**src/rtl/vend_pkg.sv**
```systemverilog
// Shared types and helpers for the multi-item vending controller.
// State encoding, its width, and price-table extraction live here.
package vend_pkg;

  localparam int STATE_W = 3;
  localparam int PRICE_MAX_W = 32;
  localparam int PRICE_TBL_W = 512;

  typedef enum logic [STATE_W-1:0] {
    ST_IDLE,
    ST_CREDIT,
    ST_DISPENSE,
    ST_CHANGE,
    ST_REFUND
  } vend_state_t;

  // Extracts entry idx of a packed table whose entries are money_w bits wide.
  function automatic logic [PRICE_MAX_W-1:0] price_of(
    input logic [PRICE_TBL_W-1:0] prices,
    input int idx,
    input int money_w
  );
    logic [PRICE_MAX_W-1:0] p;
    logic [8:0] pos;
    p = '0;
    for (int b = 0; b < PRICE_MAX_W; b++) begin
      if (b < money_w && (idx * money_w + b) < PRICE_TBL_W) begin
        pos  = 9'(idx * money_w + b);
        p[b] = prices[pos];
      end
    end
    return p;
  endfunction

endpackage

```
**src/rtl/vend_timer.sv**
```systemverilog
// Loadable down-counter; done is high while the count is zero.
// Used for the dispense pulse length and the inactivity timeout.
module vend_timer #(
  parameter int W = 4
) (
  input  logic         clk,
  input  logic         rst,
  input  logic         load,
  input  logic [W-1:0] load_val,
  input  logic         en,
  output logic         done
);

  logic [W-1:0] count_reg;

  always_ff @(posedge clk) begin
    if (rst)
      count_reg <= '0;
    else if (load)
      count_reg <= load_val;
    else if (en && count_reg != '0)
      count_reg <= count_reg - 1'b1;
  end

  assign done = (count_reg == '0);

endmodule

```
**src/rtl/vend_ctrl_multi.sv**
```systemverilog
// Multi-item vending controller: credit, price lookup, timed dispense, change/refund, timeout.
// Optional per-item stock tracking is enabled by defining VEND_STOCK_TRACK_EN.
module vend_ctrl_multi
  import vend_pkg::*;
#(
  parameter int NUM_ITEMS = 4,
  parameter int MONEY_W = 8,
  parameter logic [NUM_ITEMS*MONEY_W-1:0] PRICES = {8'd20, 8'd3, 8'd10, 8'd5},
  parameter int MAX_CREDIT = 200,
  parameter int DISPENSE_CYC = 5,
  parameter int TIMEOUT_CYC = 1000
`ifdef VEND_STOCK_TRACK_EN
  ,
  parameter int STOCK_W = 4,
  parameter int STOCK_INIT = 10
`endif
) (
  input  logic                         clk,
  input  logic                         rst,
  input  logic                         start,
  input  logic                         cancel,
  input  logic                         coin_valid,
  input  logic [MONEY_W-1:0]           coin_val,
  input  logic                         sel_valid,
  input  logic [$clog2(NUM_ITEMS)-1:0] sel_idx,
  input  logic                         change_ack,
`ifdef VEND_STOCK_TRACK_EN
  input  logic                         restock,
  output logic [NUM_ITEMS-1:0]         sold_out,
`endif
  output logic [MONEY_W-1:0]           credit,
  output logic                         busy,
  output logic                         coin_reject,
  output logic                         sel_reject,
  output logic                         dispense_valid,
  output logic [$clog2(NUM_ITEMS)-1:0] dispense_idx,
  output logic                         change_valid,
  output logic [MONEY_W-1:0]           change_amt
);

  localparam int IDX_W = $clog2(NUM_ITEMS);
  localparam int TBL_N = 2 ** IDX_W;
  localparam int DSP_W = $clog2(DISPENSE_CYC + 1);
  localparam int TO_W = $clog2(TIMEOUT_CYC + 1);

  vend_state_t state_reg, state_next;
  logic [MONEY_W-1:0] credit_reg, credit_next;
  logic [MONEY_W-1:0] change_amt_reg, change_amt_next;
  logic [IDX_W-1:0] dispense_idx_reg, dispense_idx_next;
  logic busy_reg, busy_next, dispense_valid_reg, dispense_valid_next;
  logic change_valid_reg, change_valid_next;
  logic coin_reject_reg, coin_reject_next, sel_reject_reg, sel_reject_next;
  logic sel_accept, dsp_load, dsp_done, to_load, to_en, to_done;

  // Table padded to a power of two so any sel_idx indexes safely; padding is never accepted.
  logic [MONEY_W-1:0] price_tbl [TBL_N];
  for (genvar gi = 0; gi < TBL_N; gi++) begin : g_price
    if (gi < NUM_ITEMS) begin : g_real
      assign price_tbl[gi] = MONEY_W'(price_of(PRICE_TBL_W'(PRICES), gi, MONEY_W));
    end else begin : g_pad
      assign price_tbl[gi] = '0;
    end
  end

  logic [MONEY_W:0] coin_sum;
  logic coin_fits, idx_in_range, stock_ok, sel_ok;
  assign coin_sum = {1'b0, credit_reg} + {1'b0, coin_val};
  assign coin_fits = coin_sum <= (MONEY_W+1)'(MAX_CREDIT);
  assign idx_in_range = {1'b0, sel_idx} < (IDX_W+1)'(NUM_ITEMS);
  assign sel_ok = idx_in_range && stock_ok && (credit_reg >= price_tbl[sel_idx]);

`ifdef VEND_STOCK_TRACK_EN
  logic [TBL_N-1:0] stock_nz;
  for (genvar gi = 0; gi < TBL_N; gi++) begin : g_stock
    if (gi < NUM_ITEMS) begin : g_item
      logic [STOCK_W-1:0] stock_reg, stock_next;
      logic sold_reg;
      always_comb begin
        stock_next = stock_reg;
        if (restock && state_reg == ST_IDLE)
          stock_next = STOCK_W'(STOCK_INIT);
        else if (sel_accept && sel_idx == IDX_W'(gi))
          stock_next = stock_reg - 1'b1;
      end
      always_ff @(posedge clk) begin
        if (rst) begin
          stock_reg <= STOCK_W'(STOCK_INIT);
          sold_reg  <= 1'b0;
        end else begin
          stock_reg <= stock_next;
          sold_reg  <= (stock_next == '0);
        end
      end
      assign stock_nz[gi] = (stock_reg != '0);
      assign sold_out[gi] = sold_reg;
    end else begin : g_pad
      assign stock_nz[gi] = 1'b0;
    end
  end
  assign stock_ok = stock_nz[sel_idx];
`else
  assign stock_ok = 1'b1;
`endif

  vend_timer #(.W(DSP_W)) u_dsp_timer (
    .clk(clk), .rst(rst), .load(dsp_load), .load_val(DSP_W'(DISPENSE_CYC - 1)),
    .en(state_reg == ST_DISPENSE), .done(dsp_done)
  );

  vend_timer #(.W(TO_W)) u_to_timer (
    .clk(clk), .rst(rst), .load(to_load), .load_val(TO_W'(TIMEOUT_CYC - 1)),
    .en(to_en), .done(to_done)
  );

  always_ff @(posedge clk) begin
    if (rst) begin
      state_reg          <= ST_IDLE;
      credit_reg         <= '0;
      busy_reg           <= 1'b0;
      coin_reject_reg    <= 1'b0;
      sel_reject_reg     <= 1'b0;
      dispense_valid_reg <= 1'b0;
      dispense_idx_reg   <= '0;
      change_valid_reg   <= 1'b0;
      change_amt_reg     <= '0;
    end else begin
      state_reg          <= state_next;
      credit_reg         <= credit_next;
      busy_reg           <= busy_next;
      coin_reject_reg    <= coin_reject_next;
      sel_reject_reg     <= sel_reject_next;
      dispense_valid_reg <= dispense_valid_next;
      dispense_idx_reg   <= dispense_idx_next;
      change_valid_reg   <= change_valid_next;
      change_amt_reg     <= change_amt_next;
    end
  end

  always_comb begin
    state_next       = state_reg;
    credit_next      = credit_reg;
    coin_reject_next = 1'b0;
    sel_reject_next  = 1'b0;
    sel_accept       = 1'b0;
    dsp_load         = 1'b0;
    to_load          = 1'b0;
    to_en            = 1'b0;
    case (state_reg)
      ST_IDLE: begin
        if (start) begin
          state_next  = ST_CREDIT;
          credit_next = '0;
          to_load     = 1'b1;
        end
      end
      ST_CREDIT: begin
        if (cancel) begin
          state_next = (credit_reg != '0) ? ST_REFUND : ST_IDLE;
        end else begin
          if (coin_valid) begin
            if (coin_fits) begin
              credit_next = coin_sum[MONEY_W-1:0];
              to_load     = 1'b1;
            end else begin
              coin_reject_next = 1'b1;
            end
            if (sel_valid) begin
              sel_reject_next = 1'b1;
              to_load         = 1'b1;
            end
          end else if (sel_valid) begin
            to_load = 1'b1;
            if (sel_ok) begin
              state_next  = ST_DISPENSE;
              credit_next = credit_reg - price_tbl[sel_idx];
              dsp_load    = 1'b1;
              sel_accept  = 1'b1;
            end else begin
              sel_reject_next = 1'b1;
            end
          end
          // A cycle with no accepted coin and no selection attempt counts toward the timeout.
          if (!to_load) begin
            if (to_done)
              state_next = (credit_reg != '0) ? ST_REFUND : ST_IDLE;
            else
              to_en = 1'b1;
          end
        end
      end
      ST_DISPENSE: begin
        if (dsp_done)
          state_next = (credit_reg != '0) ? ST_CHANGE : ST_IDLE;
      end
      ST_CHANGE, ST_REFUND: begin
        if (change_ack) begin
          state_next  = ST_IDLE;
          credit_next = '0;
        end
      end
      default: begin
        state_next  = ST_IDLE;
        credit_next = '0;
      end
    endcase
  end

  always_comb begin
    busy_next           = (state_next != ST_IDLE);
    dispense_valid_next = (state_next == ST_DISPENSE);
    dispense_idx_next   = '0;
    if (sel_accept)
      dispense_idx_next = sel_idx;
    else if (state_next == ST_DISPENSE)
      dispense_idx_next = dispense_idx_reg;
    change_valid_next = (state_next == ST_CHANGE) || (state_next == ST_REFUND);
    change_amt_next   = change_valid_next ? credit_next : '0;
  end

  assign credit         = credit_reg;
  assign busy           = busy_reg;
  assign coin_reject    = coin_reject_reg;
  assign sel_reject     = sel_reject_reg;
  assign dispense_valid = dispense_valid_reg;
  assign dispense_idx   = dispense_idx_reg;
  assign change_valid   = change_valid_reg;
  assign change_amt     = change_amt_reg;

endmodule

```
**config.mk**
```make
export PLATFORM = sky130hd
export DESIGN_NAME = vend_ctrl_multi
export DESIGN_NICKNAME = d
export VERILOG_FILES = /design/src/rtl/vend_pkg.sv /design/src/rtl/vend_timer.sv /design/src/rtl/vend_ctrl_multi.sv
export SDC_FILE = /design/constraint.sdc
export NUM_CORES = 1
export LEC_CHECK = 0
export CORE_MARGIN = 8
export CORE_UTILIZATION = 50
export CTS_CLUSTER_SIZE = 14
export DETAILED_ROUTE_END_ITERATION = 12
export PLACE_DENSITY = 0.71
export SYNTH_ARGS = -nofsm -noshare
export SYNTH_HDL_FRONTEND = slang
export SYNTH_HIERARCHICAL = 1
export SYNTH_SLANG_ARGS = --single-unit
```
**constraint.sdc**
```tcl
create_clock -name clk -period 4.94 [get_ports clk]
set_clock_uncertainty 0.1 [all_clocks]
set_input_delay 0.741 -clock clk [delete_from_list [all_inputs] [get_ports clk]]
set_output_delay 0.741 -clock clk [all_outputs]
set_load 0.05 [all_outputs]
```
; After elaboration in Yosys (flattened, before gate mapping)
; Cells that the tools add are included.
; W data, S select, Z words.
[word_totals]
register_bits = 39
wordCells = 101
output_inout_bits = 23
inputBits = 17
[classes]
n_reduce_logical = 18
n_mux = 51
eq_ne = 8
magnitude_cmp = 3
n_addsub = 4
n_bitwise = 4
[ops]
columns = operator, count
row1 = $mux W8, 9
row2 = $mux W3, 12
row3 = $pmux W8 S4, 1
row4 = $mux W1, 21
row5 = $mux W10, 2
row6 = $bmux W8 S2, 1
row7 = $eq A3 B2 Y1 const B, 4
row8 = $pmux W3 S4, 1
row9 = $logic_not A10 Y1, 1
row10 = $reduce_bool A10 Y1, 1
row11 = $sub A10 B1 Y10 const B, 1
row12 = $add A8 B8 Y9, 1
row13 = $le A9 B8 Y1 const B, 1
row14 = $ge A8 B8 Y1, 1
row15 = $reduce_bool A8 Y1, 1
row16 = $reduce_or A2 Y1, 4
row17 = $sub A8 B8 Y8, 1
row18 = $eq A3 B3 Y1 const B, 2
row19 = $logic_not A3 Y1, 2
row20 = $mux W2, 3
row21 = $reduce_bool A3 Y1, 2
row22 = $reduce_bool A2 Y1, 2
row23 = $reduce_or A4 Y1, 1
row24 = $eq A3 B1 Y1 const B, 1
row25 = 9 further kinds, 12

; Depth between registers and ports, before layout
[depth]
depth_word = 16
mapped_depth = 15
depth_no_buf = 13

; Hierarchy
; Netlist, hierarchy kept.
[by_module_without_submodules]
columns = module, instances, seq_area_each_um2, area_per_inst_um2, cells_per_inst
row1 = vend_ctrl_multi, 1, 520.5, 1970.6, 229
row2 = vend_timer at u_to_timer, 1, 200.2, 626.9, 72
row3 = vend_timer at u_dsp_timer, 1, 60.1, 182.7, 21

; Worst setup path after synthesis
; No wires, ideal clock.
[synth_timing]
path_type = register to register
from = register credit_reg[0], in the netlist credit[0]
to = register u_to_timer.count_reg[5]
setup_slack_ns = 0.819
n_path_buf = 0
path_stages_with_launch = 14
synth_period_minus_slack_ns = 4.121
required_ns = 4.752
arrival_time_ns = 3.932
setup_time_ns = 0.088
path_cell_list = dfxtp_1 -> ha_1 -> inv_1 -> fa_1 -> nand2b_1 -> a211oi_1 -> nor2_1 -> o211a_1 -> a21boi_2 -> nor4_1 -> nor3b_2 -> nand2_1 -> or3_1 -> a311oi_2
[synth_via]
elab_chain_cells = 12
elab_cells_between_ends = 15
classes_between = add/sub: 1 / order compare: 1 / mux: 11 / reduce/logical: 2
[synth_lines]
columns = element, line_no
row1 = from (decl), vend_ctrl_multi.sv:47  ; logic [MONEY_W-1:0] credit_reg, credit_next;
row2 = from (signal assigned), vend_ctrl_multi.sv:128  ; credit_reg <= credit_next;
row3 = $add A8 B8 Y9, vend_ctrl_multi.sv:67  ; assign coin_sum = {1'b0, credit_reg} + {1'b0, coin_val};
row4 = $le A9 B8 Y1, vend_ctrl_multi.sv:68  ; assign coin_fits = coin_sum <= (MONEY_W+1)'(MAX_CREDIT);
row5 = $mux W1, vend_ctrl_multi.sv:161  ; if (coin_fits) begin
row6 = $mux W1, vend_ctrl_multi.sv:167  ; if (sel_valid) begin
row7 = $mux W1, vend_ctrl_multi.sv:160  ; if (coin_valid) begin
row8 = $mux W1, vend_ctrl_multi.sv:157  ; if (cancel) begin
row9 = $mux W1, vend_ctrl_multi.sv:148  ; case (state_reg)
row10 = $mux W1, vend_ctrl_multi.sv:183  ; if (!to_load) begin
row11 = $mux W1, vend_ctrl_multi.sv:157
row12 = $mux W1, vend_ctrl_multi.sv:148
row13 = via to_en, vend_ctrl_multi.sv:53  ; logic sel_accept, dsp_load, dsp_done, to_load, to_en, to_done;
row14 = $logic_and A1 B1 Y1, vend_timer.sv:21  ; else if (en && count_reg != '0)
row15 = $reduce_bool A2 Y1 (no line), -
row16 = to (signal assigned), vend_timer.sv:20  ; count_reg <= load_val;
row17 = to (signal assigned), vend_timer.sv:22  ; count_reg <= count_reg - 1'b1;
row18 = to (decl), vend_timer.sv:14  ; logic [W-1:0] count_reg;
; The timed path passes the listed nets, and every way through them passes these cells. The select of a mux whose other input is x is not followed.
; A chain may end at the register's enable or synchronous reset.

; Worst setup path after layout
[layout_timing]
from = input coin_val[0]
to = register u_to_timer.count_reg[8]
[layout_via]
elab_chain_cells = 12
elab_cells_between_ends = 15
classes_between = add/sub: 1 / order compare: 1 / mux: 11 / reduce/logical: 2
[layout_lines]
columns = element, line_no
row1 = from (decl), vend_ctrl_multi.sv:23  ; input logic [MONEY_W-1:0] coin_val,
row2 = $add A8 B8 Y9, vend_ctrl_multi.sv:67
row3 = $le A9 B8 Y1, vend_ctrl_multi.sv:68
row4 = $mux W1, vend_ctrl_multi.sv:161
row5 = $mux W1, vend_ctrl_multi.sv:167
row6 = $mux W1, vend_ctrl_multi.sv:160
row7 = $mux W1, vend_ctrl_multi.sv:157
row8 = $mux W1, vend_ctrl_multi.sv:148
row9 = $mux W1, vend_ctrl_multi.sv:183
row10 = $mux W1, vend_ctrl_multi.sv:157
row11 = $mux W1, vend_ctrl_multi.sv:148
row12 = via to_en, vend_ctrl_multi.sv:53
row13 = $logic_and A1 B1 Y1, vend_timer.sv:21
row14 = $reduce_bool A2 Y1 (no line), -
; The timed path passes the listed nets, and every way through them passes these cells. The select of a mux whose other input is x is not followed.

==> impl_metrics.csv <==
group,metric,value,unit
cells_and_area,largest_reg_flops,10,
grt,grt_start_max_net_pins,21,
detailed_routing,post_drt_wl_per_cell,15.83,um
pwr,p_int,0.6113,mW
detailed_routing,via_count,2596,
critical_path,ff2ff_setup_slack,1080,ps
floorplan,start_util,51.12,%
grt,grt_pass1_wl,11960,um
place,dp_hpwl,5226,um
clock_network,cts_num_sinks,39,
synthesis,synth_async_sr_flop_share,0,%
grt,first_global_vias,2503,
critical_path,endpoint_kind,"flop",
sta,timing.fmax,236.9,MHz
floorplan,core_area,0.005439,mm2
pwr,power_leakage,1.270,nW
synthesis,synth_area,0.002780,mm2
synthesis,synth-compound-area-share,29.21,%
cells_and_area,post-route-util,62.89,%
floorplan,die-area,0.008202,mm2
critical_path,cp.required,4990,ps
cells_and_area,final_nets,410,
cells_and_area,drive_gt1_share,10.16,%
synthesis,synth_top_area_cell,"dfxtp_1",
cells_and_area,syn2layout_area_growth,23.04,%
run_status,status,"finished, final reports clean",
detailed_routing,drtIter0Drc,138,
grt,antenna_found_initial,0,
sta,drv_slew,0,
clock_network,clkTransAtPathRegs,80,ps
clock_network,numCtsBuffers,5,
sta,hold_violations,0,
grt,overflow,0,
critical_path,worstSetupStartpointType,"primary input",
sta,fin_setup_tns,0,ps
clock_network,hold_buffers,0,
floorplan,row_count,27,
synthesis,synthMuxAreaShare,1.260,%
synthesis,yosysSeqAreaShare,28.08,%
detailed_routing,drtPass1Iterations,4,
pwr,power.density,253.5,mW/mm2
clock_network,cts_root_buffer,"clkbuf_8",
synthesis,ys_types,75,
place,port_buffers,39,
synthesis,synth_top_family_by_area,"compound AO/OA/AOI/OAI gates",
floorplan,die_w,90.57,um
sta,min_period,4221,ps
clock_network,clk_latency,300,ps
sta,rsz0062_at_grt,"false",
synthesis,syn_inst,322,
sta,slew-limit-headroom,42.34,%
critical_path,cp_max_fo,9,
clock_network,cts_resized,0,
synthesis,yosysWarnings,6,
synthesis,synth_edf_count,0,
cells_and_area,num_antenna_cells,0,
flow_run,max_cap_violations,0,
detailed_routing,ant_nets,0,
synthesis,yosys.area_share.adder,9.541,%
grt,grt_use_total,17.38,%
pwr,vdd_drop_max,0.1769,mV
sta,finalCritPeriodShare,85.44,%
hold_path,hold_path.class,"reg -> reg",
floorplan,die_h,90.57,um
critical_path,cp.arrival,4270,ps
pwr,p_sw,0.2560,mW
synthesis,synth_top_area_share,28.08,%
floorplan,ioPinCount,40,
synthesis,yosys-top-cells-area,"dfxtp_1, ha_1, a21oi_1",
detailed_routing,drcViolationCount,0,
detailed_routing,routed_via_density,5.821,
synthesis,synth-xor-area-share,3.105,%
synthesis,syn_area_per_cell,8.634,um2
critical_path,path_class,"in -> reg",
sta,worst_slew_pin_slew,853.0,ps
synthesis,synth_simple_gate_area_share,23.99,%
clock_network,ctsHtreeMaxLevel,2,
detailed_routing,wl,7059,um
sta,setup-violations-final,0,
clock_network,cts_tree,"built",
pwr,p_comb_share,23.0,%
pwr,power_frac_seq,39.8,%
synthesis,synth_ff_type,"dfxtp_1",
pwr,p_sw_share,29.51,%
pwr,power_frac_clock,37.3,%
place,place.gp.congestion,0.8368,
synthesis,yosys_register_bits,39,
clock_network,cts_max_path_buffers,2,
clock_network,post_cts_buffers,0,
## cells in the mapped netlist, drive strengths merged (2+ instances only)
cell,n
nor2,24
or3,7
nand3b,3
or4,2
and2,4
o211ai,4
a21oi,23
inv,25
or4b,2
mux2i,2
nand4b,2
nor3b,3
nand2b,10
nand3,5
a211oi,10
o31ai,5
o21a,4
nor3,9
a221oi,4
o311ai,2
nor2b,9
o2111ai,3
dfxtp,39
o31a,3
a21o,3
nor4b,4
a22oi,2
conb,2
xnor2,4
o211a,2
xor2,5
a31o,2
ha,18
clkbuf,6
a32o,2
and3,2
buf,2
o21ai,14
fa,2
nor4,9
nand2,16
a31oi,7
## layer usage
layer	up-vias	GRT usage, %	wire length (um)
met5	-	0	0
met2	61	27.10	3204
met4	0	8.460	212
li1	1304	-	-
met3	21	4.323	284
met1	1210	21.72	3357
## per-stage QoR
step | worst slack [ps] | hold slack [ps] | area, um2 | std cells | power (mW)
floorplan | 819.5 | 372.0 | 2821 | 333 | 0.4922
global placement | 482.6 | 388.2 | 3284 | 438 | 0.5448
detailed placement | 413.6 | 386.3 | 3284 | 438 | 0.5473
CTS | 720.8 | 404.2 | 3421 | 446 | 0.8713
global route | 454.2 | 430.2 | 3421 | 446 | 0.9113
finish | 719.1 | 396.0 | 3421 | 446 | 0.8673
## layout by cell type (no fill, tap or decap), types with 5 or more instances in the layout
| cell | n |
|---|---|
| ha_1 | 18 |
| nor4_1 | 8 |
| a21oi_1 | 23 |
| nand2_1 | 16 |
| inv_1 | 24 |
| nand2b_1 | 9 |
| dfxtp_1 | 39 |
| a31oi_1 | 7 |
| clkbuf_8 | 5 |
| or3_1 | 7 |
| nand3_1 | 5 |
| conb_1 | 13 |
| clkdlybuf4s50_1 | 39 |
| o21ai_0 | 10 |
| xor2_1 | 5 |
| nor3_1 | 8 |
| nor2b_1 | 9 |
| a211oi_1 | 8 |
| nor2_1 | 24 |
## critical path, cell delays in order
cell and delay (ps):
clkdlybuf4s50_1 460, ha_1 200, inv_1 70, fa_1 390
nand2b_1 170, a211oi_1 300, nor2_1 110, o211a_1 280
a21boi_2 230, nor4_1 210, buf_4 190, nand4bb_1 190
nor4b_1 390, mux2i_1 240, a211oi_1 90
## final timing paths
kind,to,cells past startpoint,from
hold reg to reg,dispense_idx[0],1,dispense_idx[0]
hold / removal,dispense_idx[0],1,dispense_idx[0]
setup / recovery,u_to_timer/count_reg[8],15,coin_val[0]
setup reg to reg,u_to_timer/count_reg[8],13,credit[1]
## cell type report
| type | count | area (um2) |
|---|---|---|
| multi-input combinational | 261 | 1914 |
| fill | 480 | 2018 |
| clock inverter | 3 | 67.56 |
| sequential | 39 | 780.7 |
| tap | 72 | 90.09 |
| clock buffer | 5 | 68.82 |
| inverter | 25 | 93.84 |
| timing repair buffer | 41 | 405.4 |
## cells by family after synthesis
family / Yosys count
flops: 39
simple gates: 114
fa+ha+maj: 20
compound gates: 102
xor+xnor: 9
buf+inv: 33
mux: 3
other cells: 2
## power by group through the flow
stage,registers (mW),logic (mW),clock network [mW]
after global placement,0.351,0.194,0
after floorplan,0.356,0.136,0
after CTS,0.344,0.198,0.329
after global routing,0.347,0.219,0.345
final,0.345,0.199,0.323
after detailed placement,0.351,0.196,0
(Power assumes the default switching activity.)
